[src/rtl/denise_sprite_engine.sv]
// denise_sprite_engine
// Hardware sprite channels for the Denise video path. Each channel holds a
// start position, an attach bit and two data words (DATA/DATB) written through
// the custom register bus. When the beam reaches a sprite's horizontal start,
// both words are shifted out MSB-first as a two-bit colour pair. Pairs are
// prioritised by group (two sprites per group) into an 8-bit colour index.
// Overlapping groups are accumulated in a sticky collision register.
//
// Ports
//   clk            28 MHz clock
//   reset_n        asynchronous active-low reset
//   clk7_en        pixel/register qualifier; all state moves only when high
//   aga            allows FMODE writes
//   reg_address_in register address bits [8:1]
//   data_in        register write data
//   chip64         wide fetch data used when the fetch width exceeds 16 bits
//   hpos           horizontal beam position
//   sprena         global sprite output enable
//   esprm/osprm    colour bank bits for even/odd sprites
//   clx_rd         collision register read strobe (clears it)
//   nsprite        registered per-sprite non-transparent flags
//   sprdata        registered prioritised colour index
//   clxdat         sticky sprite-group collision flags
module denise_sprite_engine #(
  parameter int         NSPR      = 8,
  parameter logic [8:0] SPRBASE   = 9'h140,
  parameter logic [8:0] FMODE_ADR = 9'h1fc
) (
  input  logic            clk,
  input  logic            reset_n,
  input  logic            clk7_en,
  input  logic            aga,
  input  logic [8:1]      reg_address_in,
  input  logic [15:0]     data_in,
  input  logic [63:0]     chip64,
  input  logic [8:0]      hpos,
  input  logic            sprena,
  input  logic [3:0]      esprm,
  input  logic [3:0]      osprm,
  input  logic            clx_rd,
  output logic [NSPR-1:0] nsprite,
  output logic [7:0]      sprdata,
  output logic [5:0]      clxdat
);

  localparam int NGRP = NSPR / 2;

  typedef enum logic [1:0] {
    DISARMED = 2'd0,
    ARMED    = 2'd1,
    SHIFTING = 2'd2
  } state_t;

  logic [1:0]        r_fmode;
  logic              w_wrFmode;
  logic [6:0]        w_width;
  logic [63:0]       w_fill;
  logic [2*NSPR-1:0] w_pairs;
  logic [NGRP-1:0]   w_grpAttach;
  logic [NSPR-1:0]   w_nt;
  logic [3:0]        w_grpAny;
  logic [5:0]        w_clxNew;
  logic [7:0]        w_sprdata;
  logic [NSPR-1:0]   r_nsprite;
  logic [7:0]        r_sprdata;
  logic [5:0]        r_clx;

  assign w_wrFmode = clk7_en && aga && (reg_address_in == FMODE_ADR[8:1]);

  // Only FMODE[3:2] (fetch width) matters to the sprite path.
  always_ff @(posedge clk or negedge reset_n) begin
    if (!reset_n) begin
      r_fmode <= 2'b00;
    end else if (w_wrFmode) begin
      r_fmode <= data_in[3:2];
    end
  end

  // Fetch width and the left-justified word loaded into DATA/DATB holding regs.
  always_comb begin
    w_width = 7'd32;
    w_fill  = {chip64[31:0], 32'h0};
    case (r_fmode)
      2'b00: begin
        w_width = 7'd16;
        w_fill  = {data_in, 48'h0};
      end
      2'b11: begin
        w_width = 7'd64;
        w_fill  = chip64;
      end
      default: ;
    endcase
  end

  for (genvar n = 0; n < NSPR; n++) begin : g_spr
    localparam logic [8:0] APOS = SPRBASE + 9'(8 * n);
    localparam logic [8:0] ACTL = APOS + 9'd2;
    localparam logic [8:0] ADAT = APOS + 9'd4;
    localparam logic [8:0] ADTB = APOS + 9'd6;

    state_t      r_state;
    logic [7:0]  r_pos;
    logic        r_hlsb;
    logic [63:0] r_data;
    logic [63:0] r_datb;
    logic [63:0] r_shA;
    logic [63:0] r_shB;
    logic [6:0]  r_cnt;
    logic        w_wrPos;
    logic        w_wrCtl;
    logic        w_wrData;
    logic        w_wrDatb;
    logic        w_match;

    assign w_wrPos  = clk7_en && (reg_address_in == APOS[8:1]);
    assign w_wrCtl  = clk7_en && (reg_address_in == ACTL[8:1]);
    assign w_wrData = clk7_en && (reg_address_in == ADAT[8:1]);
    assign w_wrDatb = clk7_en && (reg_address_in == ADTB[8:1]);
    assign w_match  = clk7_en && (r_state != DISARMED) && (hpos == {r_pos, r_hlsb});

    // Channel FSM. A CTL write beats everything; a start match beats a
    // simultaneous DATA write, so the shifter takes the old holding value
    // while the new word still lands in the holding register.
    always_ff @(posedge clk or negedge reset_n) begin
      if (!reset_n) begin
        r_state <= DISARMED;
        r_pos   <= 8'h00;
        r_hlsb  <= 1'b0;
        r_data  <= 64'h0;
        r_datb  <= 64'h0;
        r_shA   <= 64'h0;
        r_shB   <= 64'h0;
        r_cnt   <= 7'd0;
      end else begin
        if (w_wrPos)  r_pos  <= data_in[7:0];
        if (w_wrCtl)  r_hlsb <= data_in[0];
        if (w_wrData) r_data <= w_fill;
        if (w_wrDatb) r_datb <= w_fill;
        if (w_wrCtl) begin
          r_state <= DISARMED;
          r_shA   <= 64'h0;
          r_shB   <= 64'h0;
          r_cnt   <= 7'd0;
        end else if (w_match) begin
          r_shA   <= r_data;
          r_shB   <= r_datb;
          r_cnt   <= w_width;
          r_state <= SHIFTING;
        end else if (clk7_en) begin
          if (r_state == SHIFTING) begin
            r_shA <= r_shA << 1;
            r_shB <= r_shB << 1;
            r_cnt <= r_cnt - 7'd1;
            if (r_cnt == 7'd1) r_state <= ARMED;
          end
          if (w_wrData) r_state <= ARMED;
        end
      end
    end

    assign w_pairs[2*n +: 2] = (r_state == SHIFTING) ? {r_shB[63], r_shA[63]} : 2'b00;

    // Only odd channels carry a meaningful attach bit.
    if (n % 2 == 1) begin : g_att
      logic r_attach;

      // Attach bit latched from CTL[7].
      always_ff @(posedge clk or negedge reset_n) begin
        if (!reset_n) begin
          r_attach <= 1'b0;
        end else if (w_wrCtl) begin
          r_attach <= data_in[7];
        end
      end

      assign w_grpAttach[n/2] = r_attach;
    end
  end

  // Priority: walk groups from highest to lowest so the lowest active one
  // is written last and wins.
  always_comb begin
    w_nt      = '0;
    w_grpAny  = '0;
    w_sprdata = 8'h00;
    for (int n = 0; n < NSPR; n++) begin
      w_nt[n] = sprena && (w_pairs[2*n +: 2] != 2'b00);
    end
    for (int g = 0; g < NGRP; g++) begin
      w_grpAny[g] = |w_pairs[4*g +: 4];
    end
    for (int g = NGRP - 1; g >= 0; g--) begin
      if (w_nt[2*g] || w_nt[2*g+1]) begin
        if (w_grpAttach[g]) begin
          w_sprdata = {osprm, w_pairs[4*g+2 +: 2], w_pairs[4*g +: 2]};
        end else if (w_nt[2*g]) begin
          w_sprdata = {esprm, 2'(g), w_pairs[4*g +: 2]};
        end else begin
          w_sprdata = {osprm, 2'(g), w_pairs[4*g+2 +: 2]};
        end
      end
    end
  end

  // Group pairs (0,1),(0,2),(0,3),(1,2),(1,3),(2,3); absent groups read 0.
  assign w_clxNew = {w_grpAny[2] & w_grpAny[3], w_grpAny[1] & w_grpAny[3],
                     w_grpAny[1] & w_grpAny[2], w_grpAny[0] & w_grpAny[3],
                     w_grpAny[0] & w_grpAny[2], w_grpAny[0] & w_grpAny[1]};

  // Output registers; a read clears collisions but a fresh one still sticks.
  always_ff @(posedge clk or negedge reset_n) begin
    if (!reset_n) begin
      r_nsprite <= '0;
      r_sprdata <= 8'h00;
      r_clx     <= 6'h00;
    end else if (clk7_en) begin
      r_nsprite <= w_nt;
      r_sprdata <= w_sprdata;
      r_clx     <= (clx_rd ? 6'h00 : r_clx) | w_clxNew;
    end
  end

  assign nsprite = r_nsprite;
  assign sprdata = r_sprdata;
  assign clxdat  = r_clx;

endmodule
[config.mk]
export PLATFORM = sky130hd
export DESIGN_NAME = denise_sprite_engine
export DESIGN_NICKNAME = d
export VERILOG_FILES = /design/src/rtl/denise_sprite_engine.sv
export SDC_FILE = /design/constraint.sdc
export NUM_CORES = 2
export LEC_CHECK = 0
export ABC_AREA = 1
export BUFFER_PORTS_ARGS = -buffer_cell sky130_fd_sc_hd__buf_2
export CAP_MARGIN = 40
export CORE_ASPECT_RATIO = 0.6
export CORE_UTILIZATION = 50
export CTS_BUF_LIST = sky130_fd_sc_hd__clkbuf_8
export CTS_CLUSTER_SIZE = 14
export DETAILED_ROUTE_END_ITERATION = 10
export PLACE_DENSITY_LB_ADDON = 0.3
export SLEW_MARGIN = 30
export SYNTH_ARGS = -nofsm -noshare
export SYNTH_HDL_FRONTEND = slang
export SYNTH_SLANG_ARGS = --single-unit
[constraint.sdc]
create_clock -name clk -period 6.6 [get_ports clk]
set_input_delay 1.32 -clock clk [delete_from_list [all_inputs] [get_ports clk]]
set_output_delay 1.32 -clock clk [all_outputs]
set_load 0.05 [all_outputs]
# [Word level (Yosys, flattened, before mapping)]
# Cells that the tools add are included.
[totals] wordCells=443 out_inout_bits=22 in_bits=111 regBits=2220
[op_classes] n_mux=167 n_eq_ne=58 addsub=8 bitwise_logic=7 n_reduce_logical=131
[op_table] op="$mux W64" n=64
[op_table] op="$eq A8 B8 Y1 const B" n=33
[op_table] op="$mux W7" n=32
[op_table] op="$pmux W64 S2" n=1
[op_table] op="$mux W2" n=56
[op_table] op="$mux W8" n=12
[op_table] op="$eq A9 B9 Y1" n=8
[op_table] op="$reduce_bool A4 Y1" n=16
[op_table] op="$logic_and A1 B1 Y1" n=58
[op_table] op="$eq A7 B1 Y1 const B" n=8
[op_table] op="$sub A7 B1 Y7 const B" n=8
[op_table] op="$reduce_bool A3 Y1" n=16
[op_table] op="$reduce_bool A2 Y1" n=16
[op_table] op="$reduce_and A3 Y1" n=8
[op_table] op="$eq A2 B2 Y1 const B" n=9
[op_table] op="$reduce_and A2 Y1" n=8
[op_table] op="$reduce_or A4 Y1" n=4
[op_table] op="$pmux W7 S2" n=1
[op_table] op="$and A1 B1 Y1" n=6
[op_table] op="$mux W6" n=1
[op_table] op="$or A6 B6 Y6" n=1
[op_table] op="$logic_or A1 B1 Y1" n=4
[op_table] op="$logic_not A2 Y1" n=1

# [Longest topological paths before layout]
[depth] ltp_word=10 mapped_depth=16 depth_no_buf=12

# [Worst setup path before layout]
# No wires, ideal clock.
[synth_timing] kind="input -> register" startpoint="input hpos[8]" endpoint="register g_spr[6].r_shA[10]" setup_time_ns=0.118 stages=11 required_time_ns=6.482 arrival_ns=2.762 slack_ns=3.720 path_buffers=4 path_cell_list="buf_4 xor2_1 nor3_1 nand3b_1 buf_2 nand3b_2 inv_2 buf_4 buf_2 nand2_1 nand2_1"
[synth_between] elab_chain_len=4 word_cells_on_any_way=7 classes_between="1 x eq/ne; 2 x mux; 4 x reduce/logical"
[synth_rtl] element="start: declaration" line="36" source="input logic [8:0] hpos,"
[synth_rtl] element="$eq A9 B9 Y1 *" line="120" source="assign w_match = clk7_en && (r_state != DISARMED) && (hpos == {r_pos, r_hlsb});"
[synth_rtl] element="$logic_and A1 B1 Y1 *" line="120"
[synth_rtl] element="$reduce_bool A3 Y1 (no source line) / $mux W64 (equally long branches)"
[synth_rtl] element="$reduce_and A2 Y1 (no source line) / $mux W64 (equally long branches)"
[synth_rtl] element="end signal: assignment" line="146" source="r_shA <= r_data;"
[synth_rtl] element="end signal: assignment" line="152" source="r_shA <= r_shA << 1;"
[synth_rtl] element="end: declaration" line="107" source="logic [63:0] r_shA;"
# Every way passes the cells marked *; elsewhere a longest branch is shown, timed or not.
# A chain may end at the register's enable or synchronous reset.

# [Worst setup path after layout]
[layout_timing] startpoint="input hpos[2]" endpoint="register g_spr[6].r_shA[42]"
# Same word-level chain as after synthesis.

==> results.sh <==
export IMPL_tritoncts="built"
export IMPL_yosysSeqAreaShare_pct=54.1
export IMPL_global_route_wire_length_before_repair_mm=510
export IMPL_detailed_place_hpwl_mm=181
export IMPL_worstPathCellList="buf_2 > inv_2 > nand2_1 > nand2_1 > nand3b_1 > nand3b_1 > nand3b_4 > clkinv_2 > buf_12 > nand2_1 > nand2_1"
export IMPL_hold_path_class="in -> async"
export IMPL_place_congestion=0.917
export IMPL_fin_skew_ns=0.0674
export IMPL_ff2ff_path_depth=10
export IMPL_grt_setup_unrepaired="no"
export IMPL_dp_worst_setup_slack_ns=1.70
export IMPL_yosys_register_bits=2220
export IMPL_final_max_slew_violation_count=0
export IMPL_grt_usage_pct=31.3
export IMPL_internal_power_w=0.0201
export IMPL_crit_slowest_cell="sky130_fd_sc_hd__clkinv_2"
export IMPL_final_design_area_no_fill_um2=112000
export IMPL_synth_top_cell_area_share_pct=54.1
export IMPL_clock_tree_buffer_depth=4
export IMPL_worst_setup_path_type="in -> reg"
export IMPL_seq_power_share_pct=51.5
export IMPL_synth_fp_nets=13000
export IMPL_overflow=0
export IMPL_syn_area_per_cell_um2=7.97
export IMPL_timing_critical_path_from_type="input port"
export IMPL_critPathTopFamily="buffers and inverters"
export IMPL_r2r_setup_slack_ns=3.19
export IMPL_postRouteAntennaNets=0
export IMPL_netlist_instances=12900
export IMPL_dr_pass1_iters=7
export IMPL_synth_edf_count=0
export IMPL_die_height_um=353
export IMPL_cts_made_buffers=339
export IMPL_cts_root_buf="sky130_fd_sc_hd__clkbuf_8"
export IMPL_max_frequency_mhz=248
export IMPL_placed_inst_area_um2=105000
export IMPL_finalSetupViolCount=0
export IMPL_routed_via_density=5.79
export IMPL_port_buffer_count=132
export IMPL_timing_critical_path_slowest_cell_delay_ns=0.73
export IMPL_run_status="finished, final reports clean"
export IMPL_fp_row_count=128
export IMPL_post_cts_resized_instances=0
export IMPL_h_tree_depth=5
export IMPL_number_of_global_route_vias_before_repair=84900
export IMPL_yosys_top_cells_area="sky130_fd_sc_hd__dfrtp_1 (54%), sky130_fd_sc_hd__nand2_1 (20%), sky130_fd_sc_hd__o21ai_0 (6.1%)"
export IMPL_drt_wl_total_mm=327
export IMPL_rr_endpoint="g_spr[6].r_shA[42]$_DFFE_PN0P_"
export IMPL_leakage_power_summed_over_all_cells_nw=58.4
export IMPL_power_share_combinational_pct=6.1
export IMPL_core_area_um2=203000
export IMPL_post_cts_repair_setup_buffers=0
export IMPL_net_switching_share_of_the_total_power_pct=26.0
export IMPL_fin_nets=12600
export IMPL_cts_num_sinks=2220
export IMPL_critical_path_n_buffers_inverters=4
export IMPL_timing_critical_path_fanout_max=93
export IMPL_switching_power_w=0.00705
export IMPL_post_route_cells_drive_above_1_share_pct=7.69
export IMPL_worst_slack_ns=2.57
export IMPL_most_common_cell_on_crit_path="sky130_fd_sc_hd__nand2_1"
export IMPL_num_vias=89600
export IMPL_pin_count=133
export IMPL_ys_types=46
export IMPL_power_share_clock_pct=42.4
export IMPL_power_density_nw_per_um2=242
export IMPL_synthesis_yosys_warnings=0
export IMPL_max_slew_worst_pin_slew_ns=1.08
export IMPL_vdd_drop_max_mv=0.200
export IMPL_clk_insertion_delay_late_ns=1.00
export IMPL_fp_dieArea_um2=207000
export IMPL_final_setup_tns_ns=0
export IMPL_hold_viol=0
export IMPL_synth_async_sr_flop_share_pct=100
export IMPL_antenna_found_initial=48
export IMPL_post_route_drc_count=0
export IMPL_period_share_pct=61.1
export IMPL_cp_required_ns=7.44
export IMPL_cap_violations=0
export IMPL_detail_route_wl_per_cell_um=21.1
export IMPL_clk_pin_slew_ns=0.07
export IMPL_die_w_um=587
export IMPL_drt_initial_drc_count=11100
export IMPL_floorplan_initialDensity_pct=50.5
export IMPL_tightest_slew_margin_relative_to_the_limit_pct=28.0
export IMPL_timing_critical_path_to_type="flop"
export IMPL_synth_cell_area_um2=103000
export IMPL_fillCellCount=18600
export IMPL_total_power_w=0.0271
export IMPL_synthToLayoutAreaGrowth_pct=9.23
export IMPL_cts_hold_buf=0
export IMPL_grt_max_degree=223
export IMPL_finalCriticalPeriod_ns=4.03
export IMPL_yosys_area_top_type="sky130_fd_sc_hd__dfrtp_1"
export IMPL_timing_critical_path_arrival_ns=4.87
export IMPL_main_synth_ff_type="sky130_fd_sc_hd__dfrtp_1"
export IMPL_worst_r2r_startpoint="g_spr[6].r_state[1]$_DFFE_PN0P_"
-- worst max path at each step --
stage	cells past startpoint	start	slack, ns	endpoint
after global placement	14	hpos[0]	1.64	g_spr[1].r_shA[6]$_DFFE_PN0P_
after floorplan	11	hpos[8]	3.72	g_spr[6].r_shA[10]$_DFFE_PN0P_
final	11	hpos[2]	2.57	g_spr[6].r_shA[42]$_DFFE_PN0P_
after CTS	11	hpos[2]	2.74	g_spr[6].r_shA[42]$_DFFE_PN0P_
after detailed placement	11	hpos[5]	1.70	g_spr[0].r_shA[5]$_DFFE_PN0P_
after global routing	11	hpos[2]	2.50	g_spr[6].r_shA[42]$_DFFE_PN0P_
-- flip-flops by register name, summed over array words and instances, names as in the netlist --
name and flops:
g_spr.r_data 512, g_spr.r_datb 512, g_spr.r_shA 512, g_spr.r_shB 512, g_spr.r_pos 64, g_spr.r_cnt 56
g_spr.r_state 16, g_spr.r_hlsb 8, nsprite 8, sprdata 8, clxdat 6, g_spr.g_att.r_attach 4
r_fmode 2
-- power groups by stage --
stage	clock network (W)	logic, W	registers [W]
2_1_floorplan	0	0.000805	0.0142
3_3_place_gp	0	0.00159	0.0142
3_5_place_dp	0	0.00163	0.0142
4_1_cts	0.0116	0.00164	0.0139
5_1_grt	0.0122	0.00181	0.0140
6_report	0.0115	0.00165	0.0140
-- cells by family (layout without fill, tap and decap cells) --
group | after synthesis | in the layout | share of synthesized area [%]
and+or+nand+nor | 7786 | 7786 | 32.2
DFF | 2220 | 2220 | 54.1
buffers and inverters | 1411 | 1271 | 5.96
AOI/OAI and AO/OA | 1372 | 1372 | 6.86
xor gates and xnor gates | 71 | 71 | 0.606
adders and majority gates | 19 | 19 | 0.232
other | 0 | 17 | 0
-- area by class of cell --
cell class,instances,area (µm²),share of cell area [%]
tap,2730,3420,3.05
antenna,17,42.5,0.0379
inverter,329,1260,1.13
clock buffer,415,5710,5.10
timing repair buffer,362,3540,3.16
sequential,2220,55600,49.6
multi-input combinational,9248,41700,37.2
clock inverter,165,867,0.773
-- placed cells by master, fill, tap and decap left out, types with 6 or more instances in the layout --
master and count:
sky130_fd_sc_hd__nand2_1 5469, sky130_fd_sc_hd__dfrtp_1 2220, sky130_fd_sc_hd__o21ai_0 1260, sky130_fd_sc_hd__nand3_1 1232, sky130_fd_sc_hd__nand4_1 818, sky130_fd_sc_hd__clkbuf_8 415
sky130_fd_sc_hd__inv_1 413, sky130_fd_sc_hd__nor2_1 147, sky130_fd_sc_hd__buf_4 143, sky130_fd_sc_hd__buf_2 131, sky130_fd_sc_hd__buf_12 50, sky130_fd_sc_hd__xor2_1 46
sky130_fd_sc_hd__clkinv_2 42, sky130_fd_sc_hd__nand2_4 28, sky130_fd_sc_hd__a21oi_1 26, sky130_fd_sc_hd__xnor2_1 25, sky130_fd_sc_hd__buf_16 23, sky130_fd_sc_hd__o21ai_1 22
sky130_fd_sc_hd__nor3_1 20, sky130_fd_sc_hd__nand2_2 18, sky130_fd_sc_hd__diode_2 17, sky130_fd_sc_hd__ha_1 17, sky130_fd_sc_hd__a22oi_2 16, sky130_fd_sc_hd__buf_6 12
sky130_fd_sc_hd__inv_2 10, sky130_fd_sc_hd__clkinvlp_4 10, sky130_fd_sc_hd__or2_2 9, sky130_fd_sc_hd__nor3_4 8, sky130_fd_sc_hd__a221oi_4 8, sky130_fd_sc_hd__o2111ai_1 8
sky130_fd_sc_hd__nand3_4 7, sky130_fd_sc_hd__nand3b_1 7, sky130_fd_sc_hd__a41oi_1 7, sky130_fd_sc_hd__inv_4 6, sky130_fd_sc_hd__o22ai_1 6
-- through the flow --
stage	utilization, %	std cells	hold WS (ns)
after floorplan	-	12900	0.442
after global placement	51.2	14800	0.459
after detailed placement	51.6	14900	0.459
after CTS	54.9	15500	0.277
after global routing	55.1	15500	0.149
final	55.1	15500	0.189
-- layer usage --
layer | track usage [%] | vias up | share of wire (%)
met4 | 13.6 | 4 | 4.5
met5 | 0 | - | 0.0082
met1 | 45.0 | 43300 | 43
li1 | - | 41300 | -
met3 | 7.52 | 651 | 11
met2 | 45.1 | 4312 | 42
-- cells in the mapped netlist (19+ instances only) --
library cell               instances
sky130_fd_sc_hd__ha_1             19
sky130_fd_sc_hd__inv_1           311
sky130_fd_sc_hd__clkbuf_1        544
sky130_fd_sc_hd__buf_2           415
sky130_fd_sc_hd__o21ai_1          22
sky130_fd_sc_hd__buf_4            57
sky130_fd_sc_hd__nand2_1        5509
sky130_fd_sc_hd__buf_1            54
sky130_fd_sc_hd__nand3_1        1233
sky130_fd_sc_hd__dfrtp_1        2220
sky130_fd_sc_hd__nor3_1           22
sky130_fd_sc_hd__a21oi_1          34
sky130_fd_sc_hd__nand4_1         818
sky130_fd_sc_hd__nor2_1          151
sky130_fd_sc_hd__o21ai_0        1260
sky130_fd_sc_hd__xor2_1           46
sky130_fd_sc_hd__xnor2_1          25
-- worst register-to-register path: stages (launching register included) --
cell                       delay (ns)
sky130_fd_sc_hd__dfrtp_1         0.39
sky130_fd_sc_hd__nor2_1          0.39
sky130_fd_sc_hd__a21oi_1         0.08
sky130_fd_sc_hd__nand2_1         0.12
sky130_fd_sc_hd__nor2_1          0.05
sky130_fd_sc_hd__nand3b_1        0.23
sky130_fd_sc_hd__nand3b_4        0.57
sky130_fd_sc_hd__clkinv_2        0.76
sky130_fd_sc_hd__buf_12          0.47
sky130_fd_sc_hd__nand2_1         0.20
sky130_fd_sc_hd__nand2_1         0.09
(Power assumes the default switching activity.)
